<file path="src/rtl/pc_ctrl_pkg.sv">
// pc_ctrl_pkg: shared definitions for the fetch PC controller.
//   state_t          - fetch FSM states
//   DEFAULT_RESET_PC - default first fetch address
//   INSN_BYTES       - instruction size; the sequential (not-taken) PC step
package pc_ctrl_pkg;

    typedef enum logic [1:0] {
        BOOT = 2'd0,
        REQ  = 2'd1,
        WAIT = 2'd2,
        HOLD = 2'd3
    } state_t;

    localparam logic [63:0] DEFAULT_RESET_PC = 64'h8000_0000;
    localparam int          INSN_BYTES       = 4;

endpackage

</file>
<file path="src/rtl/pc_redirect.sv">
// pc_redirect: combinational redirect detector.
//   ex_resolve - a control-flow instruction resolves (already gated by caller)
//   ex_pc      - PC of the resolving instruction
//   ex_pcn     - computed next PC
//   redirect   - next PC differs from the sequential path
//   target     - word-aligned redirect target
//   misalign   - redirect whose target had nonzero low bits
module pc_redirect
    import pc_ctrl_pkg::*;
#(
    parameter int DATA_WIDTH = 64
) (
    input  logic                  ex_resolve,
    input  logic [DATA_WIDTH-1:0] ex_pc,
    input  logic [DATA_WIDTH-1:0] ex_pcn,
    output logic                  redirect,
    output logic [DATA_WIDTH-1:0] target,
    output logic                  misalign
);

    assign redirect = ex_resolve && (ex_pcn != ex_pc + DATA_WIDTH'(INSN_BYTES));
    assign target   = {ex_pcn[DATA_WIDTH-1:2], 2'b00};
    assign misalign = redirect && (ex_pcn[1:0] != 2'b00);

endmodule

</file>
<file path="src/rtl/pc_ctrl.sv">
// pc_ctrl: fetch PC controller with static not-taken prediction.
//   clk, rst                          - clock, async active-high reset
//   imem_req_valid/ready/addr         - fetch request handshake (addr == pc)
//   imem_resp_valid                   - fetch data return (one outstanding)
//   if_valid, if_pc, id_ready         - instruction presented to decode
//   ex_resolve, ex_pc, ex_pcn         - control-flow resolution from execute
//   flush, misalign                   - redirect pulses
//   redirect_cnt                      - count of taken redirects
module pc_ctrl
    import pc_ctrl_pkg::*;
#(
    parameter int                    DATA_WIDTH = 64,
    parameter logic [DATA_WIDTH-1:0] RESET_PC   = DATA_WIDTH'(DEFAULT_RESET_PC)
) (
    input  logic                  clk,
    input  logic                  rst,
    output logic                  imem_req_valid,
    input  logic                  imem_req_ready,
    output logic [DATA_WIDTH-1:0] imem_req_addr,
    input  logic                  imem_resp_valid,
    output logic                  if_valid,
    output logic [DATA_WIDTH-1:0] if_pc,
    input  logic                  id_ready,
    input  logic                  ex_resolve,
    input  logic [DATA_WIDTH-1:0] ex_pc,
    input  logic [DATA_WIDTH-1:0] ex_pcn,
    output logic                  flush,
    output logic                  misalign,
    output logic [31:0]           redirect_cnt
);

    state_t                state_q, state_d;
    logic [DATA_WIDTH-1:0] pc_q, pc_d;
    logic [DATA_WIDTH-1:0] if_pc_q, if_pc_d;
    logic                  kill_q, kill_d;
    logic [31:0]           cnt_q;

    logic                  redirect;
    logic [DATA_WIDTH-1:0] target;
    logic                  req_fire;

    // Resolutions are ignored in BOOT: nothing has been fetched yet.
    pc_redirect #(.DATA_WIDTH(DATA_WIDTH)) u_redirect (
        .ex_resolve (ex_resolve && (state_q != BOOT)),
        .ex_pc      (ex_pc),
        .ex_pcn     (ex_pcn),
        .redirect   (redirect),
        .target     (target),
        .misalign   (misalign)
    );

    assign flush         = redirect;
    assign imem_req_addr = pc_q;
    assign if_pc         = if_pc_q;
    assign redirect_cnt  = cnt_q;
    assign req_fire      = imem_req_valid && imem_req_ready;

    always_ff @(posedge clk or posedge rst) begin
        if (rst) begin
            state_q <= BOOT;
            pc_q    <= RESET_PC;
            if_pc_q <= RESET_PC;
            kill_q  <= 1'b0;
            cnt_q   <= '0;
        end else begin
            state_q <= state_d;
            pc_q    <= pc_d;
            if_pc_q <= if_pc_d;
            kill_q  <= kill_d;
            if (redirect) begin
                cnt_q <= cnt_q + 32'd1;
            end
        end
    end

    always_comb begin
        state_d        = state_q;
        pc_d           = pc_q;
        if_pc_d        = if_pc_q;
        kill_d         = kill_q;
        if_valid       = 1'b0;
        // A killed request keeps the FSM parked in REQ without requesting.
        imem_req_valid = (state_q == REQ) && !kill_q;

        // While kill is set the only response that can arrive is the killed one.
        if (kill_q && imem_resp_valid) begin
            kill_d = 1'b0;
        end

        case (state_q)
            BOOT: state_d = REQ;
            REQ: begin
                if (req_fire) begin
                    if_pc_d = pc_q;
                    pc_d    = pc_q + DATA_WIDTH'(INSN_BYTES);
                    state_d = WAIT;
                end
            end
            WAIT: begin
                if (imem_resp_valid) begin
                    if_valid = 1'b1;
                    state_d  = id_ready ? REQ : HOLD;
                end
            end
            HOLD: begin
                if_valid = 1'b1;
                if (id_ready) begin
                    state_d = REQ;
                end
            end
            default: state_d = BOOT;
        endcase

        // Redirect overrides everything above. A request still in flight after
        // this edge (just sent, or pending without a response this cycle) must
        // have its response dropped; a response arriving now is simply dropped.
        if (redirect) begin
            if_valid = 1'b0;
            if_pc_d  = if_pc_q;
            pc_d     = target;
            state_d  = REQ;
            if (req_fire || (state_q == WAIT && !imem_resp_valid)) begin
                kill_d = 1'b1;
            end
        end
    end

endmodule

</file>
<file path="config.mk">
export PLATFORM = sky130hd
export DESIGN_NAME = pc_ctrl
export DESIGN_NICKNAME = d
export VERILOG_FILES = /design/src/rtl/pc_ctrl_pkg.sv /design/src/rtl/pc_redirect.sv /design/src/rtl/pc_ctrl.sv
export SDC_FILE = /design/constraint.sdc
export NUM_CORES = 1
export LEC_CHECK = 0
export CORE_UTILIZATION = 28
export DETAILED_ROUTE_END_ITERATION = 8
export HOLD_SLACK_MARGIN = 0.03
export PLACE_DENSITY = 0.58
export SYNTH_ARGS = -nofsm -noshare
export SYNTH_HDL_FRONTEND = slang
export SYNTH_SLANG_ARGS = --single-unit
</file>
<file path="constraint.sdc">
create_clock -name clk -period 10.8 [get_ports clk]
set_input_delay 1.62 -clock clk [delete_from_list [all_inputs] [get_ports clk]]
set_output_delay 1.62 -clock clk [all_outputs]
set_load 0.02 [all_outputs]
</file>
== Word level (Yosys, flattened, before mapping) ==
Index checks and enable logic that the tools add are counted.

* Word-level logic and storage cells: 49
* Input bits: 134
* Output and inout port bits: 164
* Register bits after elaboration: 163

* Reduce and logical (&&, ||, !) cells: 18
* Bitwise logic cells: 1
* Multiplexer cells: 15
* Equal/unequal tests: 7
* $add $sub $neg: 3

{| class="wikitable"
|+ Operators by type and width
! kind !! number
|-
| 64-bit two-way mux || 3
|-
| 64-bit by 3-bit adder with 64-bit output (second input constant) || 2
|-
| 64-bit != test || 1
|-
| 32-bit by 1-bit adder with 32-bit output (second input constant) || 1
|-
| 2-bit two-way mux || 5
|-
| 3-bit by 2-bit != test with 1-bit output (second input constant) || 3
|-
| 2-bit one-hot mux with 4 select lines || 1
|-
| 2-bit nonzero test || 4
|-
| 1-bit logical AND || 7
|-
| 3-bit AND reduction || 2
|-
| 1-bit two-way mux || 5
|-
| 2-bit == test (second input constant) || 2
|-
| 2-bit by 1-bit == test with 1-bit output (second input constant) || 1
|-
| 1-bit zero test || 2
|-
| 2-bit zero test || 1
|-
| 1-bit one-hot mux with 2 select lines || 1
|-
| 2-bit AND reduction || 1
|-
| 1-bit logical OR || 1
|-
| 1-bit NOT || 1
|}

== Logic depth before layout (Yosys ltp) ==
Gate-level depths: netlist (run 1).

* Depth in word-level cells: 6
* Mapped depth: 14
* Gate-level depth less buffers: 12

== By module ==
Synthesis (run 1) repeated with hierarchy kept, for this count alone.

* Cells, all modules: 1,139
* Area total of the unflattened synthesis: 10,721.5 µm²

{| class="wikitable"
|+ By module, submodules not included
! module !! cells each !! times used !! area each (µm²) !! seq. area each (µm²)
|-
| pc_ctrl || 723 || 1 || 7,823.8 || 4,081.4
|-
| pc_redirect || 416 || 1 || 2,897.8 || 0.0
|}

== Worst setup path after synthesis (run 1) ==
No wires, ideal clock.

* Path type: input-to-output
* From: input port ex_pc[5]
* To: output port misalign
* Arrival: 4.937 ns
* Stages on the path: 13
* Required time: 9.180 ns
* Buffers on the path: 4
* Slack: 4.243 ns
* Path through: buf_2 nand4_2 or4_1 buf_2 or4_4 or3_4 mux2_4 a31oi_1 nor4_2 a21oi_4 buf_4 buf_2 o21a_1

* Cells in the longest elaborated chain, start to end: 4

{| class="wikitable"
|+ RTL lines
! element !! line !! RTL
|-
| from (decl) || pc_ctrl.sv:25 || <nowiki>input logic [DATA_WIDTH-1:0] ex_pc,</nowiki>
|-
| 64-bit by 3-bit adder with 64-bit output || pc_redirect.sv:21 || <nowiki>assign redirect = ex_resolve && (ex_pcn != ex_pc + DATA_WIDTH'(INSN_BYTES));</nowiki>
|-
| 64-bit != test || pc_redirect.sv:21 ||
|-
| 1-bit logical AND || pc_redirect.sv:21 ||
|-
| via flush || pc_ctrl.sv:27 || <nowiki>output logic flush,</nowiki>
|-
| 1-bit logical AND || pc_redirect.sv:23 || <nowiki>assign misalign = redirect && (ex_pcn[1:0] != 2'b00);</nowiki>
|-
| to (decl) || pc_ctrl.sv:28 || <nowiki>output logic misalign,</nowiki>
|}

The timed path passes the listed nets, and every way through them passes these cells.

== Final worst setup path (run 1) ==
* From: input port ex_pc[15]
* To: output port if_valid

* Cells in the longest elaborated chain, start to end: 4

{| class="wikitable"
|+ RTL lines
! element !! line !! RTL
|-
| 64-bit by 3-bit adder with 64-bit output || pc_redirect.sv:21 ||
|-
| 64-bit != test || pc_redirect.sv:21 ||
|-
| 1-bit logical AND || pc_redirect.sv:21 ||
|-
| 1-bit two-way mux || pc_ctrl.sv:117 || <nowiki>if (redirect) begin</nowiki>
|-
| to (decl) || pc_ctrl.sv:21 || <nowiki>output logic if_valid,</nowiki>
|}

Every way passes these cells.

==> summary.md, run 1 <==
| Metric | Value |
|---|---|
| Status | `finished clean` |
| Ports | `~300` |
| Gp weighted congestion | `between 0.8 and 0.9` |
| Slew Viols, Final | `0` |
| Row count | `67` |
| Worst setup EP type | `primary output` |
| TNS Setup | `0 ns` |
| Mapped Area | `a little under 10,000 um^2` |
| Period minus WS final | `a little under 8 ns` |
| Antenna viol nets, final | `0` |
| Fillers | `3,314` |
| Total clock sinks | `between 150 and 200` |
| Area occupied by multi-input gates | `around 5400 um^2` |
| Post-Syn Instances | `approximately 1,000` |
| CP arrival | `between 6 and 7 ns` |
| Routed vias | `roughly 8,600` |
| Predominant post-synthesis flop cell | `dfrtp_1` |
| Top cell type by total area after synthesis | `dfrtp_1` |
| Lkg Pwr | `around 5.2 nW` |
| Worst Path Required | `roughly 9 ns` |
| Initial Util | `0.286` |
| CTS tree | `done` |
| WL final | `approximately 34,000 um` |
| Unique masters post-synth | `65` |
| Vias/cell | `4.91` |
| Worst slew margin | `0.348` |
| GR Util met3 | `0.0520` |
| Crit Path Max Fanout | `15` |
| Maximum buffer depth of the clock tree | `2` |
| Share of cells above drive strength 1 | `0.0463` |
| RSZ-0062 raised after global routing | `false` |
| Achievable Freq | `approximately 130 MHz` |
| Vias in the first global route | `8,497` |
| Post-synth EDFFs | `0` |
| Clk slew on worst S/H paths | `about 0.070 ns` |
| Htree depth | `4` |
| Gr ovfl total | `0` |
| Worst Skew | `about 0.015 ns` |
| #FFs+latches synth | `159` |
| Crit path max-delay cell type | `clkdlybuf4s50_1` |
| # Post-CTS Setup Buffers | `0` |
| Met2 Use GR | `0.303` |
| # hold bufs at CTS | `0` |
| Synth top area share | `0.406` |
| Crit-path max cell delay | `just under 0.7 ns` |
| Hold Slack | `0.475 ns` |
| Seq/Total Area, Yosys | `0.411` |
| Inst Count DP | `1,712` |
| HP Class | `flip-flop to flip-flop` |
| WS Path Type | `primary input to primary output` |
| Die Y | `188 um` |
| Place WS | `just under 3 ns` |
| First-pass GRT wire length | `52,300 um` |
| Initial drt markers | `between 400 and 500` |
| Async SR Flop Fraction | `1.00` |
| Hpwl dp | `roughly 27,000 um` |
| Post-CTS sizing | `0` |
| Setup violators final | `0` |
| Worst-skew pair later-pin latency | `approximately 0.45 ns` |
| Pwr Density | `approximately 210 nW/um^2` |
| CTS root buf | `clkbuf_16` |
| Worst Path Buf+Inv | `2` |
| Yosys warning total | `0` |
| Syn_area_per_cell | `between 9 and 10 um^2` |
| Setup ws final | `around 3 ns` |
| WL/cell | `~20 um` |
| MaxCap Viol Count | `0` |
| Cts bufs inserted | `17` |
| VDD IR max | `between 100 and 150 uV` |
| PortBufs | `between 200 and 300` |
| Die Wd | `around 190 um` |
| Gr usage total | `0.196` |
| Worst-margin pin slew | `between 0.9 and 1 ns` |
| GR peak layer | `met2` |
| Area grow syn2layout | `40.0%` |
| Core Region | `33,800 um^2` |
| Final Hold Vio Count | `0` |
| Met1 Resource Use GR | `0.264` |
| Nets | `1,424` |
| Fin crit share | `0.724` |
| Remaining DRCs | `0` |
| Family with the most delay on the worst path | `simple AND/OR/NAND/NOR gates` |
| Critical path, cell by cell | `clkdlybuf4s50_1, nand4_1, or4_4, nor3_2, a31o_1, nand4_1, or4_1, nor4_2, a21oi_4, nor2_1, clkdlybuf4s50_1` |
| Final non-filler cell total | `1,749` |
| Largest net degree at the start of global routing | `105` |
| Register area | `about 4000 um^2` |
| Die area | `roughly 35,000 um^2` |
| Startpoint types | `primary input` |
| Synth area leaders | `dfrtp_1 41%, xnor2_1 8.8%, xor2_1 7.7%, mux2_1 7.0%, nand2_1 4.8%` |
| Antenna violations before repair | `4` |
| DR pass1 iterations | `5` |
==> report_power, final <==
| part | switching, W | internal (W) |
|---|---|---|
| combinational | 0.000641 | 0.000595 |
| sequential | 0.000195 | 0.000799 |
| clock | 0.000284 | 0.000349 |
| total | 0.00112 | 0.00174 |
==> final cells by class <==
| type | count | share of cell area |
|---|---|---|
| multi-input cells | 792 | 0.396 |
| flip-flops and latches | 159 | 0.294 |
| repair buffers | 299 | 0.220 |
| well taps | 448 | 0.0414 |
| clock buffers | 17 | 0.0314 |
| clock inverters | 15 | 0.0127 |
| inverters | 14 | 0.00425 |
| diodes | 5 | 0.000924 |
==> worst register-to-register path: stages, from the launching register on <==
cell and delay (ns):
dfrtp_1 0.41, inv_1 0.11, ha_1 0.21, nor2b_1 0.23, nand2_1 0.24, nor2_1 0.57, nand2_1 0.19, nor2_1 0.28
nand3_1 0.20, nor2_1 0.31, nand4_1 0.16, xor2_1 0.16, o21ai_0 0.13
==> cell families (layout without fill, tap and decap cells) <==
kind of cell,after synthesis,after routing,share of synthesized area
flops,159,159,0.411
simple gates,412,412,0.224
xor+xnor,182,182,0.165
other cells,1,9,0.000387
compound gates,114,114,0.0693
buf+inv,54,345,0.0362
mux,73,73,0.0846
fa+ha+maj,7,7,0.00905
==> cells in the mapped netlist, drive strengths merged (2+ instances only) <==
cell / instances
dfrtp: 157
nand2: 125
xnor2: 97
xor2: 85
o21ai: 72
mux2: 67
nand4: 61
nand3: 58
nor2: 48
buf: 27
and3: 23
nor4: 22
and4: 19
inv: 14
and2: 13
clkbuf: 13
a21oi: 10
nor3: 10
or4: 8
ha: 7
nor2b: 7
a31oi: 6
mux2i: 6
nand2b: 6
or3: 5
o31ai: 4
o22ai: 3
or2: 3
a211o: 2
dfstp: 2
o211ai: 2
==> state kept, by name (all words and copies together), names as in the netlist <==
register	count
if_pc	62
redirect_cnt	32
kill_q	1
imem_req_addr	62
state_q	2
==> worst paths after layout <==
path / start / slack (ns) / cells after the start / to
worst min-delay path: redirect_cnt[31] / 0.47 / 1 / redirect_cnt[31]
min in group asynchronous: rst / 1.77 / 2 / imem_req_addr[24]
max in group asynchronous: rst / 7.69 / 3 / imem_req_addr[47]
worst min register to register: redirect_cnt[31] / 0.47 / 1 / redirect_cnt[31]
worst max register to register: state_q[1] / 7.53 / 12 / imem_req_addr[42]
worst max-delay path: ex_pc[15] / 2.98 / 11 / if_valid
==> cell usage in the layout (no fill, tap or decap), types with 3 or more instances in the layout <==
cell,n
diode_2,5
o31ai_1,4
buf_4,6
a21oi_1,9
nor2_1,48
ha_1,7
clkdlybuf4s50_1,293
conb_1,4
nor3_1,9
or2_2,3
mux2_1,60
xor2_1,85
nand4_1,60
nor2b_1,7
and3_1,23
clkbuf_16,17
nand2_1,125
o22ai_1,3
or3_1,4
nor4_1,20
xnor2_1,97
dfrtp_1,157
o21ai_0,71
nand2b_1,5
inv_6,8
a31oi_1,6
or4_1,6
and4_1,19
and2_1,13
mux2i_1,6
mux2_2,6
inv_1,13
nand3_1,58
==> per-layer routing <==
| metal | wire length (um) | part of all wire | vias to the layer above |
|---|---|---|---|
| li1 | - | - | 4130 |
| met1 | 15800 | 0.46 | 4153 |
| met2 | 15500 | 0.45 | 272 |
| met3 | 2260 | 0.066 | 32 |
| met4 | 597 | 0.017 | 0 |
| met5 | 0 | 0 | - |
==> per-stage QoR <==
stage               power, W  area, um^2  utilization
floorplan            0.00165        9690            -
global placement     0.00223       12900        0.383
detailed placement   0.00225       12900        0.383
CTS                  0.00290       13500        0.401
global route         0.00302       13500        0.401
finish               0.00286       13500        0.401
Power figures use the tool's default switching activity.
==> run 2: changes to the inputs <==
clock period = 8 ns   (was 10.8 ns; I/O delays follow)
==> summary.md, run 2 (synthesis results as in run 1) <==
| Metric | Value |
|---|---|
| Reg-to-Reg End | `imem_req_addr[35]` |
| Worst Path Required | `roughly 6.8 ns` |
| Crit Path Max Fanout | `8` |
| Worst Reg-to-Reg Cells | `11` |
| Fin crit share | `0.853` |
| VDD IR max | `180 uV` |
| Power share of the combinational group | `0.428` |
| Initial drt markers | `539` |
| Pwr Density | `286 nW/um^2` |
| Largest net degree at the start of global routing | `between 90 and 100` |
| WL final | `33,900 um` |
| Clock network fraction of design power | `0.226` |
| Hold Crit Start | `redirect_cnt[31]` |
| Fillers | `roughly 3,400` |
| Htree depth | `4` |
| Gr ovfl total | `0` |
| Setup slack, reg-to-reg | `roughly 4.8 ns` |
| Hold EP | `redirect_cnt[31]` |
| Critical path, cell by cell | `clkdlybuf4s50_1, nand4_1, or4_4, nor4_1, mux2i_1, nand4_1, or4b_1, nor4_2, a21oi_4, nor2_1, clkdlybuf4s50_1` |
| # hold bufs at CTS | `0` |
| Worst Skew | `between 0.01 and 0.015 ns` |
| Hpwl dp | `roughly 27,000 um` |
| Row count | `67` |
| Gr usage total | `0.197` |
| WL/cell | `19.4 um` |
| CP arrival | `5.62 ns` |
| Antenna viol nets, final | `0` |
| Status | `finished clean` |
| Ports | `a little under 300` |
| Worst hold stages | `1` |
| Post-CTS sizing | `0` |
| R2r startpoint | `state_q[1]` |
| Worst setup EP type | `primary output` |
| Lkg Pwr | `5.16 nW` |
| Post-route cell area | `13,600 um^2` |
| Initial Util | `0.286` |
| Remaining DRCs | `0` |
| Die Wd | `roughly 190 um` |
| Nets | `approximately 1,400` |
| Share of cells above drive strength 1 | `0.0432` |
| Worst-skew pair later-pin latency | `roughly 0.44 ns` |
| Total clock sinks | `about 160` |
| Worst-margin pin slew | `~0.96 ns` |
| Final Hold Vio Count | `0` |
| # Post-CTS Setup Buffers | `0` |
| Maximum buffer depth of the clock tree | `2` |
| Period minus WS final | `a little under 7 ns` |
| Slew Viols, Final | `0` |
| Crit-path max cell delay | `approximately 0.70 ns` |
| Routed vias | `approximately 8,600` |
| Gp weighted congestion | `0.880` |
| Core Region | `33,800 um^2` |
| Startpoint types | `primary input` |
| CTS tree | `done` |
| MaxCap Viol Count | `0` |
| WS Path Type | `primary input to primary output` |
| Sequential share of power | `0.346` |
| DR pass1 iterations | `4` |
| TNS Setup | `0 ns` |
| Die area | `35,300 um^2` |
| HP Class | `flip-flop to flip-flop` |
| Most common cell after layout, fill and taps aside | `clkdlybuf4s50_1` |
| Clk slew on worst S/H paths | `~0.070 ns` |
| Vias in the first global route | `8,707` |
| Psw | `approximately 0.0015 W` |
| Sw Ratio | `0.376` |
| Internal | `between 0.002 and 0.0025 W` |
| Setup violators final | `0` |
| Area grow syn2layout | `40.3%` |
| First-pass GRT wire length | `approximately 53,000 um` |
| Vias/cell | `between 4 and 5` |
| Crit path max-delay cell type | `clkdlybuf4s50_1` |
| Die Y | `roughly 190 um` |
| CTS root buf | `clkbuf_16` |
| Cts bufs inserted | `17` |
| Cell Area, Placed | `~13,000 um^2` |
| Antenna violations before repair | `10` |
| Worst slew margin | `0.362` |
| Most frequent cells in the layout | `293 x clkdlybuf4s50_1, 157 x dfrtp_1, 125 x nand2_1` |
| PortBufs | `293` |
| Achievable Freq | `between 100 and 150 MHz` |
| RSZ-0062 raised after global routing | `false` |
-- run 2: changes by cell type in the layout (fill, tap and decap cells not counted) --
cell,previous run,this run
diode_2,5,8
inv_8,2,0
clkinv_4,1,2
inv_6,8,1
clkbuf_1,0,4
clkbuf_8,0,2
bufinv_16,2,4
-- run 2: power groups by stage --
stage / registers [W] / clock network (W) / logic [W]
global placement: 0.00135 / 0 / 0.00166
floorplan: 0.00162 / 0 / 0.000610
global route: 0.00139 / 0.000935 / 0.00179
CTS: 0.00135 / 0.000908 / 0.00168
finish: 0.00134 / 0.000878 / 0.00166
detailed placement: 0.00136 / 0 / 0.00167
-- run 2: metal layers --
metal,global-route usage,wire length [um],vias to the layer above
met5,0,27,-
met4,0.0638,688,4
met3,0.0578,2300,39
met2,0.306,15500,249
met1,0.260,15400,4173
li1,-,-,4132
-- run 2: per-stage QoR --
step	hold slack (ns)	power, W	util	setup slack (ns)	instances
after global placement	0.463	0.00301	0.383	1.22	1712
final	0.471	0.00388	0.402	1.18	1752
after floorplan	0.508	0.00223	-	2.28	1005
after detailed placement	0.465	0.00303	0.383	1.21	1712
after CTS	0.479	0.00394	0.401	1.21	1744
after global routing	0.503	0.00411	0.402	1.01	1750
-- run 2: critical path, delay by kind of cell --
kind                   cells  cell delay, ns
muxes                      1            0.33
and+or+nand+nor            7            2.55
AOI/OAI and AO/OA          1            0.15
buffers and inverters      2            1.38
-- run 2: worst max path at each step --
stage	startpoint	end	depth (start not counted)
after global placement	ex_pc[15]	if_valid	11
after CTS	ex_pc[15]	if_valid	11
final	ex_pc[15]	if_valid	11
after detailed placement	ex_pc[15]	if_valid	11
after floorplan	ex_pc[5]	misalign	13
after global routing	ex_pc[15]	if_valid	11
-- run 2: area by class of cell --
| cell class | instances | area [um^2] | share of cell area |
|---|---|---|---|
| diodes | 8 | 20.0 | 0.00147 |
| clock buffers | 23 | 468 | 0.0345 |
| clock inverters | 9 | 158 | 0.0116 |
| inverters | 14 | 57.6 | 0.00424 |
| multi-input cells | 792 | 5360 | 0.395 |
| flip-flops and latches | 159 | 3980 | 0.293 |
| well taps | 448 | 561 | 0.0413 |
| repair buffers | 299 | 2980 | 0.219 |
